**config.mk**
```make
export PLATFORM = sky130hd
export DESIGN_NAME = alu_issue_stage_flat
export DESIGN_NICKNAME = d
export VERILOG_FILES = /design/src/rtl/alu_issue_stage_if.sv /design/src/rtl/alu_issue_stage.sv /design/src/flat_wrapper.sv
export SDC_FILE = /design/constraint.sdc
export NUM_CORES = 1
export LEC_CHECK = 0
export ABC_AREA = 1
export CORE_UTILIZATION = 47
export CTS_BUF_LIST = sky130_fd_sc_hd__clkbuf_4 sky130_fd_sc_hd__clkbuf_8
export DETAILED_ROUTE_END_ITERATION = 6
export GPL_TIMING_DRIVEN = 0
export PLACE_DENSITY = 0.86
export SYNTH_ARGS = -nofsm -noshare
export SYNTH_HDL_FRONTEND = slang
export SYNTH_SLANG_ARGS = --single-unit
export TNS_END_PERCENT = 30
```
**constraint.sdc**
```tcl
create_clock -name clk -period 1.1 [get_ports clk]
set_input_delay 0.33 -clock clk [delete_from_list [all_inputs] [get_ports clk]]
set_output_delay 0.33 -clock clk [all_outputs]
set_load 0.01 [all_outputs]
```
**src/rtl/alu_issue_stage_if.sv**
```systemverilog
// Instruction channel into the ALU issue stage: valid/ready handshake plus
// the decoded instruction fields.
interface alu_issue_stage_if #(
  parameter int WIDTH = 2
);
  logic             in_valid;
  logic             in_ready;
  logic [3:0]       in_op;
  logic [1:0]       in_rd;
  logic [1:0]       in_rs1;
  logic [1:0]       in_rs2;
  logic             in_imm_en;
  logic [WIDTH-1:0] in_imm;

  modport master (
    output in_valid, in_op, in_rd, in_rs1, in_rs2, in_imm_en, in_imm,
    input  in_ready
  );

  modport slave (
    input  in_valid, in_op, in_rd, in_rs1, in_rs2, in_imm_en, in_imm,
    output in_ready
  );
endinterface

```
**src/rtl/alu_issue_stage.sv**
```systemverilog
// Sequencing stage in front of the combinational ALU: one instruction per
// IDLE->EXEC->WB pass, 4-entry register file, registered result and flags.
module alu_issue_stage #(
  parameter int WIDTH = 2
) (
  input  logic              clk,
  input  logic              rst,
  alu_issue_stage_if.slave  ins,
  output logic [WIDTH-1:0]  alu_a,
  output logic [WIDTH-1:0]  alu_b,
  output logic [3:0]        alu_sel,
  input  logic [WIDTH-1:0]  alu_out,
  input  logic              alu_error,
  input  logic              alu_zero,
  input  logic              alu_carry,
  input  logic              alu_overflow,
  output logic              done,
  output logic [WIDTH-1:0]  result,
  output logic [3:0]        flags,
  output logic              err_sticky,
  input  logic [1:0]        dbg_addr,
  output logic [WIDTH-1:0]  dbg_data
);

  typedef enum logic [1:0] {IDLE, EXEC, WB} state_t;

  // Operands are resolved at capture time. Nothing writes the register file
  // between the handshake and EXEC, so this equals an EXEC-time read, and
  // the ALU inputs stay frozen through WB and IDLE.
  typedef struct packed {
    logic [3:0]       op;
    logic [1:0]       rd;
    logic [WIDTH-1:0] a;
    logic [WIDTH-1:0] b;
  } ins_t;

  state_t                  state, state_nx;
  ins_t                    ins_q;
  logic [3:0][WIDTH-1:0]   rf;
  logic                    rdy;
  logic                    hs;

  assign ins.in_ready = rdy;
  assign hs           = ins.in_valid && rdy;

  always_ff @(posedge clk) begin
    if (rst) state <= IDLE;
    else     state <= state_nx;
  end

  always_comb begin
    state_nx = state;
    rdy      = 1'b0;
    done     = 1'b0;
    case (state)
      IDLE: begin
        rdy = 1'b1;
        if (ins.in_valid) state_nx = EXEC;
      end
      EXEC: state_nx = WB;
      WB: begin
        done     = 1'b1;
        state_nx = IDLE;
      end
      default: state_nx = IDLE;
    endcase
  end

  always_ff @(posedge clk) begin
    if (rst) begin
      ins_q      <= '0;
      rf         <= '0;
      result     <= '0;
      flags      <= '0;
      err_sticky <= 1'b0;
    end else begin
      if (hs) begin
        ins_q.op <= ins.in_op;
        ins_q.rd <= ins.in_rd;
        ins_q.a  <= rf[ins.in_rs1];
        ins_q.b  <= ins.in_imm_en ? ins.in_imm : rf[ins.in_rs2];
      end
      if (state == EXEC) begin
        result <= alu_out;
        flags  <= {alu_error, alu_overflow, alu_carry, alu_zero};
      end
      // An errored op suppresses the writeback and only raises the sticky bit.
      if (state == WB) begin
        if (!flags[3]) rf[ins_q.rd] <= result;
        else           err_sticky   <= 1'b1;
      end
    end
  end

  assign alu_a    = ins_q.a;
  assign alu_b    = ins_q.b;
  assign alu_sel  = ins_q.op;
  assign dbg_data = rf[dbg_addr];

endmodule

```
**src/flat_wrapper.sv**
```systemverilog
// flat-port wrapper written by rule: the top's interface ports become plain ports
module alu_issue_stage_flat 
#(
  parameter int WIDTH = 2
)
  (clk, rst, alu_a, alu_b, alu_sel, alu_out, alu_error, alu_zero, alu_carry, alu_overflow, done, result, flags, err_sticky, dbg_addr, dbg_data, ins_in_valid, ins_in_op, ins_in_rd, ins_in_rs1, ins_in_rs2, ins_in_imm_en, ins_in_imm, ins_in_ready);
  alu_issue_stage_if #(.WIDTH(WIDTH)) ins_i ();
  input  logic clk;
  input  logic rst;
  output logic [WIDTH-1:0] alu_a;
  output logic [WIDTH-1:0] alu_b;
  output logic [3:0] alu_sel;
  input  logic [WIDTH-1:0] alu_out;
  input  logic alu_error;
  input  logic alu_zero;
  input  logic alu_carry;
  input  logic alu_overflow;
  output logic done;
  output logic [WIDTH-1:0] result;
  output logic [3:0] flags;
  output logic err_sticky;
  input  logic [1:0] dbg_addr;
  output logic [WIDTH-1:0] dbg_data;
  input wire logic [$bits(ins_i.in_valid)-1:0] ins_in_valid;
  input wire logic [$bits(ins_i.in_op)-1:0] ins_in_op;
  input wire logic [$bits(ins_i.in_rd)-1:0] ins_in_rd;
  input wire logic [$bits(ins_i.in_rs1)-1:0] ins_in_rs1;
  input wire logic [$bits(ins_i.in_rs2)-1:0] ins_in_rs2;
  input wire logic [$bits(ins_i.in_imm_en)-1:0] ins_in_imm_en;
  input wire logic [$bits(ins_i.in_imm)-1:0] ins_in_imm;
  output wire logic [$bits(ins_i.in_ready)-1:0] ins_in_ready;
  assign ins_i.in_valid = ins_in_valid;
  assign ins_i.in_op = ins_in_op;
  assign ins_i.in_rd = ins_in_rd;
  assign ins_i.in_rs1 = ins_in_rs1;
  assign ins_i.in_rs2 = ins_in_rs2;
  assign ins_i.in_imm_en = ins_in_imm_en;
  assign ins_i.in_imm = ins_in_imm;
  assign ins_in_ready = ins_i.in_ready;
  alu_issue_stage #(.WIDTH(WIDTH)) u_core (.clk(clk), .rst(rst), .ins(ins_i), .alu_a(alu_a), .alu_b(alu_b), .alu_sel(alu_sel), .alu_out(alu_out), .alu_error(alu_error), .alu_zero(alu_zero), .alu_carry(alu_carry), .alu_overflow(alu_overflow), .done(done), .result(result), .flags(flags), .err_sticky(err_sticky), .dbg_addr(dbg_addr), .dbg_data(dbg_data));
endmodule
```
Word-level counts from Yosys, hierarchy flattened. Index checks and enable logic that the tools add are counted.

Flip-flop bits (word level): 27. Input port bits: 24.

Order comparisons: 5. Eq/ne operators: 3. Multiplexer cells: 14. Bitwise gates (word level): 1. Reduce and logical (&&, ||, !) cells: 5.

Operators by type and width (count): 2-bit binary-select mux with 2-bit select (3); 2-bit by 3-bit less-than comparator with 1-bit output (second input constant) (4); 2-bit 2-to-1 mux (6); 8-bit bitwise mux (1); 2-bit demux with 2-bit select (1); 2-bit one-hot mux with 2 select lines (1); 2-bit AND reduction (2); 2-bit by 1-bit == test with 1-bit output (second input constant) (1); 2-bit == test (second input constant) (1); 2-bit by 1-bit >= comparator with 1-bit output (second input constant) (1); 1-bit logical AND (2); 2-bit logical NOT (1); 1-bit 2-to-1 mux (2); 2-bit != test (second input constant) (1); 1-bit inverter (1).

Depth between registers and ports, before layout.
Depth in word-level cells: 5. Depth in mapped cells: 7. Depth with buffers taken out: 7.

Least setup slack after synthesis. OpenSTA, ideal clock, no wires.

Kind: input to output. Start: in dbg_addr[0]. End: out dbg_data[0]. Arrival: 781 ps. Required time: 770 ps. Slack: -11 ps. Cell stages on the path: 4. Cells stage by stage: inv_1 o21ai_0 a21oi_1 a21oi_1.

Longest elaborated chain between the ends: 2.

RTL lines: start, declared (RTL line flat_wrapper.sv:22) `input logic [1:0] dbg_addr;`; 2-bit binary-select mux with 2-bit select (RTL line alu_issue_stage.sv:98) `assign dbg_data = rf[dbg_addr];`; 2-bit 2-to-1 mux (implied by the code) (RTL line alu_issue_stage.sv:98); end, declared (RTL line flat_wrapper.sv:23) `output logic [WIDTH-1:0] dbg_data;`.

Every way passes these cells. The select of a mux whose other input is x is not followed.

Final worst setup path.
Start: reg u_core.rf[2] (netlist name). End: out dbg_data[0].

Longest elaborated chain between the ends: 2.

RTL lines: start, declared (RTL line alu_issue_stage.sv:39) `logic [3:0][WIDTH-1:0] rf;`; start signal, assigned by index (RTL line alu_issue_stage.sv:89) `if (!flags[3]) rf[ins_q.rd] <= result;`; 2-bit binary-select mux with 2-bit select (RTL line alu_issue_stage.sv:98); 2-bit 2-to-1 mux (implied by the code) (RTL line alu_issue_stage.sv:98).

Every way passes these cells. The select of a mux whose other input is x is not followed.

==> out/qor.csv <==
stage;metric;value;unit
run_status;run_status;finished with violations;
run_status;failed_checks;negative setup slack;
critical_path;crit_path_max_fanout;2;
placed_design;dpl.hpwl;2130;um
floorplanning;placeableCoreArea;2540;sq um
synth;synth_fp_nets;215;
grt;antenna_violations_before_repair;0;
routing;drt_drc_violations_left;0;
final_layout;finish.cell_count_without_fillers;267;
critical_path;worst_r2r_startpoint;u_core.state[1];
final_layout;layout.core_utilization;73.5;%
floorplanning;floorplan.rows;18;
synth;synth-seq-cells;27;
sta;timing_worst_slew_pin_value;0.238;ns
sta;fin_ws;-0.391;ns
grt;first_global_vias;1118;
sta;post-route-period-util;136;%
routing;avgRoutedWirePerCell;10.9;um
clocking;cts_max_level;1;
synth;synth_xor_area_share;0;%
power_and_ir_drop;max-vdd-ir-drop;982;uV
sta;setup_viol;30;
clocking;cts.clk_slew.worst_paths;0.16;ns
synth;synthDistinctLibCells;17;
clocking;root_buffer;clkbuf_4;
critical_path;critPathSlowestCell;dfxtp_2;
synth;yosysWarningCount;0;
sta;rsz0062_at_grt;true;
synth;netlist_area_pre_place;1300;sq um
final_layout;diodes;0;
synth;synth.mux.area_fraction;0;%
clocking;clk_latency;0.34;ns
grt;globalRouteOverflowTotal;0;
synth;synth_compound_area_share;13.8;%
power_and_ir_drop;p_seq_share;54.1;%
synth;yosys.area_share.simple;31.7;%
floorplanning;die_x;54.7;um
critical_path;r2r_cells;8;
placed_design;place.port_buffers;41;
critical_path;critPathArrivalTime;1.16;ns
routing;detailroute.via_count;1300;
run;number_of_maximum_capacitance_violations;0;
placed_design;place_inst;262;
worst_hold_path;min_delay_worst_endpoint;u_core.alu_a[1];
critical_path;worstPathCellList;inv_2 -> o21ai_1 -> a21oi_1 -> a21oi_2 -> buf_2;
floorplanning;io_pins;43;
power_and_ir_drop;clock_power_share;22.4;%
sta;fmax;0.671;GHz
sta;fin_crit;1.49;ns
power_and_ir_drop;power.leakage;0.000809;uW
grt;grt_first_pass_wirelength;4470;um
clocking;cts-root-to-sink-buffers;2;
critical_path;worst-setup-path-type;reg -> out;
critical_path;crit_path_max_incr_delay;0.37;ns
final_layout;share_of_post_route_cells_with_drive_strength_above_1;31.2;%
placed_design;gp_routability_congestion;0.754;
critical_path;crit_buf_inv;2;
power_and_ir_drop;total_switching_power;576;uW
final_layout;syn_to_final_growth;43.5;%
routing;vias_per_cell;4.87;
grt;grt_start_max_net_pins;17;
critical_path;r2r_setup_slack;-0.06;ns
grt;groute.usage.overall;20.9;%
critical_path;critical_path_required;0.77;ns
clocking;cts_buffers;3;
critical_path;start_kind;flop;
synth;synthesis.instances;191;
power_and_ir_drop;sw_frac_of_total;28.6;%
floorplanning;start_util;51.2;%
worst_hold_path;worst_hold_stages;5;
critical_path;cp-end-kind;output pin;
critical_path;r2r-end;u_core.rf[7];
synth;seq_area_frac_synth;41.5;%
clocking;tritoncts_clock_tree;built;
worst_hold_path;hold_path.startpoint;ins_in_rs1[0];
floorplanning;die_y;54.7;um
sta;timing_hold_violations_final;0;
final_layout;net_total_in_the_final_layout;262;
routing;routed_wirelength;2910;um
sta;report.final.slew_viol_count;0;
sta;maxSlewHeadroom;84.1;%
routing;drt_first_iter_violations;8;
power_and_ir_drop;power_density;1080;nW/um^2
synth;largest_family_of_logic_cells_by_synthesized_area;simple AND/OR/NAND/NOR gates;
synth;synth-adder-area-share;0;%
power_and_ir_drop;power;2010;uW
sta;clock-skew-final;0.0178;ns
floorplanning;die_area;2990;sq um
critical_path;path_delay_family;flip-flops;
power_and_ir_drop;intPower;1440;uW
clocking;tritoncts_sinks;27;
worst_hold_path;worst_hold_path_type;in -> reg;
routing;ant_nets;0;
synth;post_synth.cell_area_avg;6.83;sq um
routing;firstDrtPassIters;4;
power_and_ir_drop;combPwrFrac;23.5;%
final cells by class:
| class | instances | area [sq um] |
|---|---|---|
| clock buffers | 3 | 22.5 |
| flip-flops and latches | 27 | 567 |
| well taps | 30 | 37.5 |
| fillers | 214 | 674 |
| inverters | 22 | 85.1 |
| plain buffers | 6 | 48.8 |
| clock inverters | 1 | 7.51 |
| repair buffers | 49 | 482 |
| multi-input cells | 129 | 621 |
cells in the mapped netlist:
master | instances | area [sq um]
nor2_1 | 38 | 143
nand2_1 | 40 | 150
buf_4 | 9 | 67.6
inv_2 | 1 | 3.75
nor2_2 | 1 | 6.26
o21ai_1 | 5 | 25.0
clkbuf_2 | 1 | 5.00
nand2_2 | 1 | 6.26
nor2_4 | 5 | 56.3
a21oi_1 | 16 | 80.1
o21ai_0 | 12 | 60.1
nand2_4 | 1 | 11.3
inv_1 | 21 | 78.8
nand3_1 | 8 | 40.0
buf_2 | 3 | 15.0
dfxtp_1 | 27 | 541
o211ai_1 | 2 | 15.0
cell families (layout without fill, tap and decap cells):
kind of cell | count (synthesis) | count (layout)
AOI/OAI and AO/OA | 35 | 35
buffers and inverters | 35 | 81
DFF | 27 | 27
and+or+nand+nor | 94 | 94
stage by stage:
| step | cell area (sq um) | TNS (ns) | hold WS (ns) | worst slack [ns] |
|---|---|---|---|---|
| after global routing | 1870 | -3.93 | 0.412 | -0.487 |
| after CTS | 1830 | -2.54 | 0.394 | -0.392 |
| after floorplan | 1310 | -0.0111 | 0.399 | -0.0111 |
| final | 1870 | -2.25 | 0.395 | -0.391 |
| after detailed placement | 1760 | -13.46 | 0.455 | -1.02 |
| after global placement | 1760 | -13.01 | 0.438 | -1.02 |
power by group through the flow:
stage               clock network, uW  logic [uW]  registers [uW]
detailed placement                  0         463            1090
CTS                               463         461            1090
global route                      503         525            1100
finish                            451         474            1090
global placement                    0         455            1090
floorplan                           0         239            1090
state kept, by name (all words and copies together), names as in the netlist:
name	count
u_core.rf	8
u_core.alu_sel	4
u_core.flags	4
u_core.alu_a	2
u_core.alu_b	2
u_core.ins_q	2
u_core.result	2
u_core.state	2
u_core.err_sticky	1
worst register-to-register path, stage by stage, from the launching register on:
cell     delay [ns]
dfxtp_2        0.40
inv_2          0.06
nor2_4         0.11
buf_6          0.13
nand2_8        0.07
nor2_4         0.14
nand2_1        0.06
nand2_1        0.05
nor2_1         0.04
what timing repair did:
action / CTS / global route
setup endpoints to repair: 36 / 32
hold buffers: 0 / 0
buffers inserted: 4 / 5
gates cloned: 0 / 0
gates resized for setup: 124 / 12
pin swaps: 4 / 4
cells in the final DEF (no fill, tap or decap):
| cell | count |
|---|---|
| a21oi_1 | 14 |
| a21oi_2 | 2 |
| dlygate4sd2_1 | 3 |
| clkbuf_2 | 1 |
| dfxtp_1 | 8 |
| o21ai_0 | 7 |
| nand3_1 | 8 |
| dfxtp_4 | 1 |
| clkbuf_4 | 3 |
| o211ai_1 | 2 |
| o21ai_2 | 1 |
| inv_4 | 1 |
| inv_2 | 5 |
| o21ai_1 | 9 |
| nand2_2 | 2 |
| clkinvlp_4 | 1 |
| buf_4 | 7 |
| nand2_8 | 1 |
| inv_1 | 16 |
| dfxtp_2 | 18 |
| nor2_1 | 38 |
| clkdlybuf4s50_1 | 19 |
| buf_2 | 4 |
| nor2_4 | 6 |
| nand2_1 | 39 |
| buf_6 | 21 |
routing by layer:
metal | GRT usage (%) | wire (um) | vias to the layer above
li1 | - | - | 681
met1 | 24.8 | 1320 | 574
met2 | 35.5 | 1390 | 40
met3 | 5.00 | 158 | 5
met4 | 8.55 | 39 | 0
met5 | 0 | 0 | -
how the worst max path moves through the flow:
stage | slack [ns] | start | cells after the start | endpoint
after global routing | -0.49 | u_core.rf[3] | 5 | dbg_data[1]
after global placement | -1.02 | dbg_addr[0] | 6 | dbg_data[0]
after detailed placement | -1.02 | dbg_addr[0] | 6 | dbg_data[0]
final | -0.39 | u_core.rf[2] | 5 | dbg_data[0]
after floorplan | -0.01 | dbg_addr[0] | 4 | dbg_data[1]
after CTS | -0.39 | u_core.rf[2] | 5 | dbg_data[0]
(Power assumes the default switching activity.)
